--- config.mk ---
export PLATFORM = sky130hd
export DESIGN_NAME = sr_latch_driver_flat
export DESIGN_NICKNAME = d
export VERILOG_FILES = /design/src/rtl/sr_latch_driver_pkg.sv /design/src/rtl/sr_latch_driver_if.sv /design/src/rtl/sr_drv_timer.sv /design/src/rtl/sr_latch_driver.sv /design/src/flat_wrapper.sv
export SDC_FILE = /design/constraint.sdc
export NUM_CORES = 1
export LEC_CHECK = 0
export CORE_MARGIN = 2
export CORE_UTILIZATION = 43
export DETAILED_ROUTE_END_ITERATION = 10
export GPL_ROUTABILITY_DRIVEN = 0
export PLACE_DENSITY_LB_ADDON = 0.12
export SYNTH_ARGS = -nofsm -noshare
export SYNTH_HDL_FRONTEND = slang
export SYNTH_SLANG_ARGS = --single-unit
export TNS_END_PERCENT = 1
--- constraint.sdc ---
create_clock -name clk -period 3.2 [get_ports clk]
set_clock_uncertainty 0.1 [all_clocks]
set_input_delay 0.64 -clock clk [delete_from_list [all_inputs] [get_ports clk]]
set_output_delay 0.64 -clock clk [all_outputs]
set_load 0.01 [all_outputs]
--- src/rtl/sr_latch_driver_pkg.sv ---
// Shared types and constants for the gated SR latch driver.
// FSM state encoding, command opcodes and a small elaboration helper.
package sr_drv_pkg;

   typedef enum logic [2:0] {
      StIdle,
      StSetup,
      StPulse,
      StHold,
      StCheck
   } state_e;

   localparam logic [1:0] OP_NOP = 2'b00;
   localparam logic [1:0] OP_RST = 2'b01;
   localparam logic [1:0] OP_SET = 2'b10;
   localparam logic [1:0] OP_ILL = 2'b11;

   function automatic int unsigned max3(input int unsigned a, input int unsigned b,
                                        input int unsigned c);
      int unsigned m;
      m = (a > b) ? a : b;
      return (m > c) ? m : c;
   endfunction

endpackage

--- src/rtl/sr_latch_driver_if.sv ---
// Command/status handshake between control logic (master) and the latch driver (slave).
interface sr_latch_driver_if;

   logic       req_valid;
   logic [1:0] req_op;
   logic       req_ready;
   logic       busy;
   logic       done;
   logic       mismatch;
   logic       err;

   modport master (
      output req_valid,
      output req_op,
      input  req_ready,
      input  busy,
      input  done,
      input  mismatch,
      input  err
   );

   modport slave (
      input  req_valid,
      input  req_op,
      output req_ready,
      output busy,
      output done,
      output mismatch,
      output err
   );

endinterface

--- src/rtl/sr_drv_timer.sv ---
// Loadable down-counter that saturates at zero; expired flags a zero count.
module sr_drv_timer #(
   parameter int unsigned CNT_W = 3
) (
   input  logic             clk,
   input  logic             rst_n,
   input  logic             load,
   input  logic [CNT_W-1:0] load_val,
   output logic             expired
);

   logic [CNT_W-1:0] cnt_q, cnt_d;

   always_comb begin
      cnt_d = cnt_q;
      if (load) begin
         cnt_d = load_val;
      end else if (cnt_q != '0) begin
         cnt_d = cnt_q - 1'b1;
      end
   end

   always_ff @(posedge clk or negedge rst_n) begin
      if (!rst_n) begin
         cnt_q <= '0;
      end else begin
         cnt_q <= cnt_d;
      end
   end

   assign expired = (cnt_q == '0);

endmodule

--- src/rtl/sr_latch_driver.sv ---
// Initiator for a gated SR latch: sequences S/R and enable with setup, pulse and hold
// spacing, then reads Q back and reports done/mismatch.
module sr_latch_driver
   import sr_drv_pkg::*;
#(
   parameter int unsigned SETUP_W = 1,
   parameter int unsigned PULSE_W = 4,
   parameter int unsigned HOLD_W  = 1
) (
   input  logic                clk,
   input  logic                rst_n,
   sr_latch_driver_if.slave    bus,
   output logic                S,
   output logic                R,
   output logic                enable,
   input  logic                q_fb
);

   localparam int unsigned CNT_W = $clog2(max3(SETUP_W, PULSE_W, HOLD_W)) + 1;

   if (SETUP_W == 0 || PULSE_W == 0 || HOLD_W == 0) begin : g_bad_param
      $error("sr_latch_driver: SETUP_W, PULSE_W and HOLD_W must all be >= 1");
   end

   state_e           state_q, state_d;
   logic             s_q, s_d, r_q, r_d, en_q, en_d;
   logic             exp_q, exp_d;
   logic             busy_q, busy_d, done_q, done_d, err_q, err_d;
   logic             accept;
   logic             timer_load;
   logic [CNT_W-1:0] timer_val;
   logic             expired;

   assign accept = bus.req_valid && (state_q == StIdle);

   sr_drv_timer #(
      .CNT_W (CNT_W)
   ) u_timer (
      .clk      (clk),
      .rst_n    (rst_n),
      .load     (timer_load),
      .load_val (timer_val),
      .expired  (expired)
   );

   always_ff @(posedge clk or negedge rst_n) begin
      if (!rst_n) begin
         state_q <= StIdle;
      end else begin
         state_q <= state_d;
      end
   end

   always_comb begin
      state_d = state_q;
      unique case (state_q)
         StIdle:  if (accept && (bus.req_op == OP_SET || bus.req_op == OP_RST)) state_d = StSetup;
         StSetup: if (expired) state_d = StPulse;
         StPulse: if (expired) state_d = StHold;
         StHold:  if (expired) state_d = StCheck;
         StCheck: state_d = StIdle;
         default: state_d = StIdle;
      endcase
   end

   // Next values of the registered outputs plus timer reloads at each phase boundary.
   always_comb begin
      s_d        = s_q;
      r_d        = r_q;
      en_d       = en_q;
      exp_d      = exp_q;
      done_d     = 1'b0;
      err_d      = 1'b0;
      timer_load = 1'b0;
      timer_val  = '0;
      unique case (state_q)
         StIdle: begin
            if (accept) begin
               unique case (bus.req_op)
                  OP_SET: begin
                     s_d        = 1'b1;
                     r_d        = 1'b0;
                     exp_d      = 1'b1;
                     timer_load = 1'b1;
                     timer_val  = CNT_W'(SETUP_W - 1);
                  end
                  OP_RST: begin
                     s_d        = 1'b0;
                     r_d        = 1'b1;
                     exp_d      = 1'b0;
                     timer_load = 1'b1;
                     timer_val  = CNT_W'(SETUP_W - 1);
                  end
                  OP_NOP:  done_d = 1'b1;
                  default: err_d  = 1'b1;
               endcase
            end
         end
         StSetup: begin
            if (expired) begin
               en_d       = 1'b1;
               timer_load = 1'b1;
               timer_val  = CNT_W'(PULSE_W - 1);
            end
         end
         StPulse: begin
            if (expired) begin
               en_d       = 1'b0;
               timer_load = 1'b1;
               timer_val  = CNT_W'(HOLD_W - 1);
            end
         end
         StHold: begin
            if (expired) begin
               s_d    = 1'b0;
               r_d    = 1'b0;
               done_d = 1'b1;
            end
         end
         StCheck: ;
         default: ;
      endcase
      busy_d = (state_d != StIdle);
   end

   always_ff @(posedge clk or negedge rst_n) begin
      if (!rst_n) begin
         s_q    <= 1'b0;
         r_q    <= 1'b0;
         en_q   <= 1'b0;
         exp_q  <= 1'b0;
         busy_q <= 1'b0;
         done_q <= 1'b0;
         err_q  <= 1'b0;
      end else begin
         s_q    <= s_d;
         r_q    <= r_d;
         en_q   <= en_d;
         exp_q  <= exp_d;
         busy_q <= busy_d;
         done_q <= done_d;
         err_q  <= err_d;
      end
   end

   assign S             = s_q;
   assign R             = r_q;
   assign enable        = en_q;
   assign bus.busy      = busy_q;
   assign bus.done      = done_q;
   assign bus.err       = err_q;
   assign bus.req_ready = (state_q == StIdle);
   // Q must be observed during CHECK itself, so mismatch is decoded from state and q_fb.
   assign bus.mismatch  = (state_q == StCheck) && (q_fb != exp_q);

   a_no_overlap : assert property (@(posedge clk) disable iff (!rst_n) !(S && R));
   a_en_drive   : assert property (@(posedge clk) disable iff (!rst_n) enable |-> (S ^ R));
   a_done_err   : assert property (@(posedge clk) disable iff (!rst_n) !(bus.done && bus.err));
   a_busy_ready : assert property (@(posedge clk) disable iff (!rst_n)
                                   bus.busy == !bus.req_ready);
   a_sr_stable  : assert property (@(posedge clk) disable iff (!rst_n)
                                   (enable || $past(enable)) |-> ($stable(S) && $stable(R)));

endmodule

--- src/flat_wrapper.sv ---
// flat-port wrapper written by rule: the top's interface ports become plain ports
module sr_latch_driver_flat import sr_drv_pkg::*;
#(
   parameter int unsigned SETUP_W = 1,
   parameter int unsigned PULSE_W = 4,
   parameter int unsigned HOLD_W  = 1
)
  (clk, rst_n, S, R, enable, q_fb, bus_req_valid, bus_req_op, bus_req_ready, bus_busy, bus_done, bus_mismatch, bus_err);
  sr_latch_driver_if bus_i ();
  input  logic clk;
  input  logic rst_n;
  output logic S;
  output logic R;
  output logic enable;
  input  logic q_fb;
  input wire logic [$bits(bus_i.req_valid)-1:0] bus_req_valid;
  input wire logic [$bits(bus_i.req_op)-1:0] bus_req_op;
  output wire logic [$bits(bus_i.req_ready)-1:0] bus_req_ready;
  output wire logic [$bits(bus_i.busy)-1:0] bus_busy;
  output wire logic [$bits(bus_i.done)-1:0] bus_done;
  output wire logic [$bits(bus_i.mismatch)-1:0] bus_mismatch;
  output wire logic [$bits(bus_i.err)-1:0] bus_err;
  assign bus_i.req_valid = bus_req_valid;
  assign bus_i.req_op = bus_req_op;
  assign bus_req_ready = bus_i.req_ready;
  assign bus_busy = bus_i.busy;
  assign bus_done = bus_i.done;
  assign bus_mismatch = bus_i.mismatch;
  assign bus_err = bus_i.err;
  sr_latch_driver #(.SETUP_W(SETUP_W), .PULSE_W(PULSE_W), .HOLD_W(HOLD_W)) u_core (.clk(clk), .rst_n(rst_n), .bus(bus_i), .S(S), .R(R), .enable(enable), .q_fb(q_fb));
endmodule
==> summary.md <==
| Metric | Value |
|---|---|
| Share of synthesized cell area in full adder, half adder and majority cells | `0.101` |
| Pin slew with the least headroom to its limit | `just over 0.6 ns` |
| Number of placed cells counting well taps | `100` |
| Dpl hpwl | `954 um` |
| Minimum period implied by the final worst setup slack | `2.68 ns` |
| Number of DRC markers in iteration 0 | `19` |
| Most area-hungry cell type in the Yosys netlist | `dfrtp_1` |
| Nets in the synthesized netlist | `85` |
| Max Cap Viol | `0` |
| Dominant combinational cell family by area after synthesis | `simple AND/OR/NAND/NOR gates` |
| Mux contribution to synthesized area | `0.0134` |
| Global-route wire length before repair | `around 2100 um` |
| CTS Buf Count | `3` |
| Count of state elements after synthesis | `13` |
| Placement Rows | `15` |
| Clock latency of the later-clocked register in the worst-skew pair | `0.27 ns` |
| Avg Synthesized Cell Area | `just over 10 um^2` |
| Simple logic cell fraction of the synthesized area | `0.207` |
| Top Registers | `u_core.state_q: 3 flops, u_core.u_timer.cnt_q: 3 flops` |
| Die height | `45.6 um` |
| Critical path data required time | `approximately 2.5 ns` |
| Hold bufs inserted after CTS | `0` |
| Largest incremental delay on the critical path | `roughly 0.53 ns` |
| Leakage | `0.415 nW` |
| Share of Yosys cell area claimed by the top area cell type | `0.437` |
| Global-route usage over all layers | `0.146` |
| Area added between synthesis and finish | `20.7%` |
| Number of H-tree branching levels | `1` |
| TritonCTS Sinks | `13` |
| Distinct cell type count of the synthesized netlist | `30` |
| Core ar. | `1670 um^2` |
| Buffers on Ports | `13` |
| Number of buffers inserted by post-CTS setup repair | `0` |
| Vias in the first global route | `just under 500` |
| Worst hold margin | `~0.44 ns` |
| Initial antenna violation count | `0` |
| Post-detailed-route wirelength per cell | `roughly 12 um` |
| Top post-synthesis cells by area | `dfrtp_1 44%, ha_1 10%, o211ai_1 4.0%, inv_1 3.5%, nor4b_4 3.2%` |
| Fraction of the cycle the final worst path needs | `0.836` |
| Antenna fix cells | `0` |
| Layout cells sized above 1 | `0.0805` |
| Die outline area | `~2100 um^2` |
| DR vias/cell | `roughly 5.2` |
| Number of warnings reported in the yosys synthesis log | `0` |
| Overall power consumption | `roughly 0.77 mW` |
| Number of max-slew violations in the final report | `0` |
| Run status | `finished clean` |
| Final hold viol count | `0` |
| Bufs on Longest Clock Path | `2` |
| Synth Area in XOR/XNOR | `0.0353` |
| Root Buffer Master | `clkbuf_4` |
| Largest net degree at the start of global routing | `14` |
| Worst IR Drop VDD | `about 490 uV` |
| Final net count | `100` |
| Kind of capture point of the worst setup path | `output pin` |
| WS Path Type | `input pin to output pin` |
| Util after Layout | `0.538` |
| Critical Path, Cell by Cell | `clkdlybuf4s50_1 -> xor2_1 -> and3_1 -> clkdlybuf4s50_1` |
| HP Class | `flop to flop` |
| Non-filler cells, final | `104` |
| Count of boundary I/O pins | `14` |
| Antenna violation net count after detailed routing | `0` |
| Netlist area before placement | `roughly 740 um^2` |
| Total vias in the final route | `~540` |
| Die outline width | `about 46 um` |
| WP data arrival | `a little under 2 ns` |
| Number of DRC violations after detailed routing | `0` |
| Most used cells in the layout excluding fill and tap cells | `13 x clkdlybuf4s50_1, 13 x dfrtp_1, 7 x inv_1` |
| Total power density per cell area | `approximately 850 nW/um^2` |
| Effective utilization at floorplan | `0.446` |
| Number of search-and-repair iterations in the first detailed-routing pass | `4` |
| Setup repair after global routing missed its margin | `false` |
| Most frequent CP cell | `clkdlybuf4s50_1` |
| Worst-path fanout max | `1` |
| Sequential cell area fraction in the yosys report | `0.437` |
| Final-layout setup total negative slack | `0 ns` |
| Clock tree from TritonCTS | `built` |
| Element type at the critical path start | `input pin` |
| Global route total overflow | `0` |
| Area fraction in compound gates after synthesis | `0.139` |
| Highest clock rate | `roughly 0.37 GHz` |
| Mapped Cells | `73` |
| Number of gates resized after CTS | `0` |
| Max stage delay cell, worst path | `clkdlybuf4s50_1` |
| Clock slew at the register clock pins of the worst setup and hold paths | `around 0.080 ns` |
| WL final | `around 1300 um` |
| Max transition margin | `0.589` |
| Setup violations, final | `0` |
[power breakdown]
part | switching, mW | internal, mW | total, mW
Clock | 0.0519 | 0.0482 | 0.100
Combinational | 0.171 | 0.190 | 0.361
Sequential | 0.0742 | 0.232 | 0.306
Total | 0.297 | 0.470 | 0.767
[per-stage QoR]
stage / setup slack (ns) / area, um^2
after detailed placement: 0.530 / 872
final: 0.524 / 898
after floorplan: 1.50 / 744
after global routing: 0.493 / 898
after CTS: 0.522 / 898
after global placement: 0.538 / 872
[metal layers]
metal | GRT usage | share of wire | vias up
li1 | - | - | 277
met1 | 0.209 | 0.53 | 249
met2 | 0.203 | 0.43 | 13
met3 | 0.0357 | 0.041 | 0
met4 | 0.0706 | 0 | 0
met5 | 0 | 0 | -
[critical path: cells and delay by family]
kind                   cells  cell delay [ns]
XOR/XNOR                   1             0.14
buffers and inverters      2             1.00
AND/OR/NAND/NOR            1             0.16
[cells in the mapped netlist]
library cell	instances
dfrtp_1	13
o21ai_1	1
or2_2	1
o211ai_1	4
nand2_1	5
nor4b_4	1
o221ai_2	1
buf_4	1
a31oi_1	1
a32o_1	1
or4b_4	1
xnor2_1	1
a22oi_1	1
a21oi_1	2
and3b_1	1
nand3_1	2
inv_1	7
ha_1	6
nand3b_1	1
mux2i_1	1
nor3_1	1
and3_1	1
nor2b_1	1
and2_1	1
o21ai_0	4
buf_6	1
nor2_1	6
buf_2	1
nand2b_1	3
xor2_1	2
[layout make-up]
type / count / area, um^2
Inverter: 7 / 26.3
Multi-Input combinational cell: 50 / 369
Sequential cell: 13 / 325
Tap cell: 17 / 21.3
Fill cell: 161 / 772
Clock buffer: 4 / 26.3
Timing Repair Buffer: 13 / 130
[path summary, 6_finish.rpt]
kind / from / endpoint / slack (ns) / cells after the start
hold reg to reg: u_core.R / u_core.R / 0.44 / 1
min in group asynchronous: rst_n / u_core.u_timer.cnt_q[0] / 0.65 / 1
max in group asynchronous: rst_n / u_core.bus.busy / 1.95 / 1
hold / removal: u_core.R / u_core.R / 0.44 / 1
setup reg to reg: u_core.state_q[2] / u_core.u_timer.cnt_q[1] / 1.48 / 3
setup / recovery: q_fb / bus_mismatch / 0.52 / 4
[kinds of logic after synthesis]
family,Yosys count
simple gates,25
fa+ha+maj,6
flops,13
compound gates,15
mux,1
buf+inv,10
xor+xnor,3
Note: power is estimated with default switching activity, not from simulation.
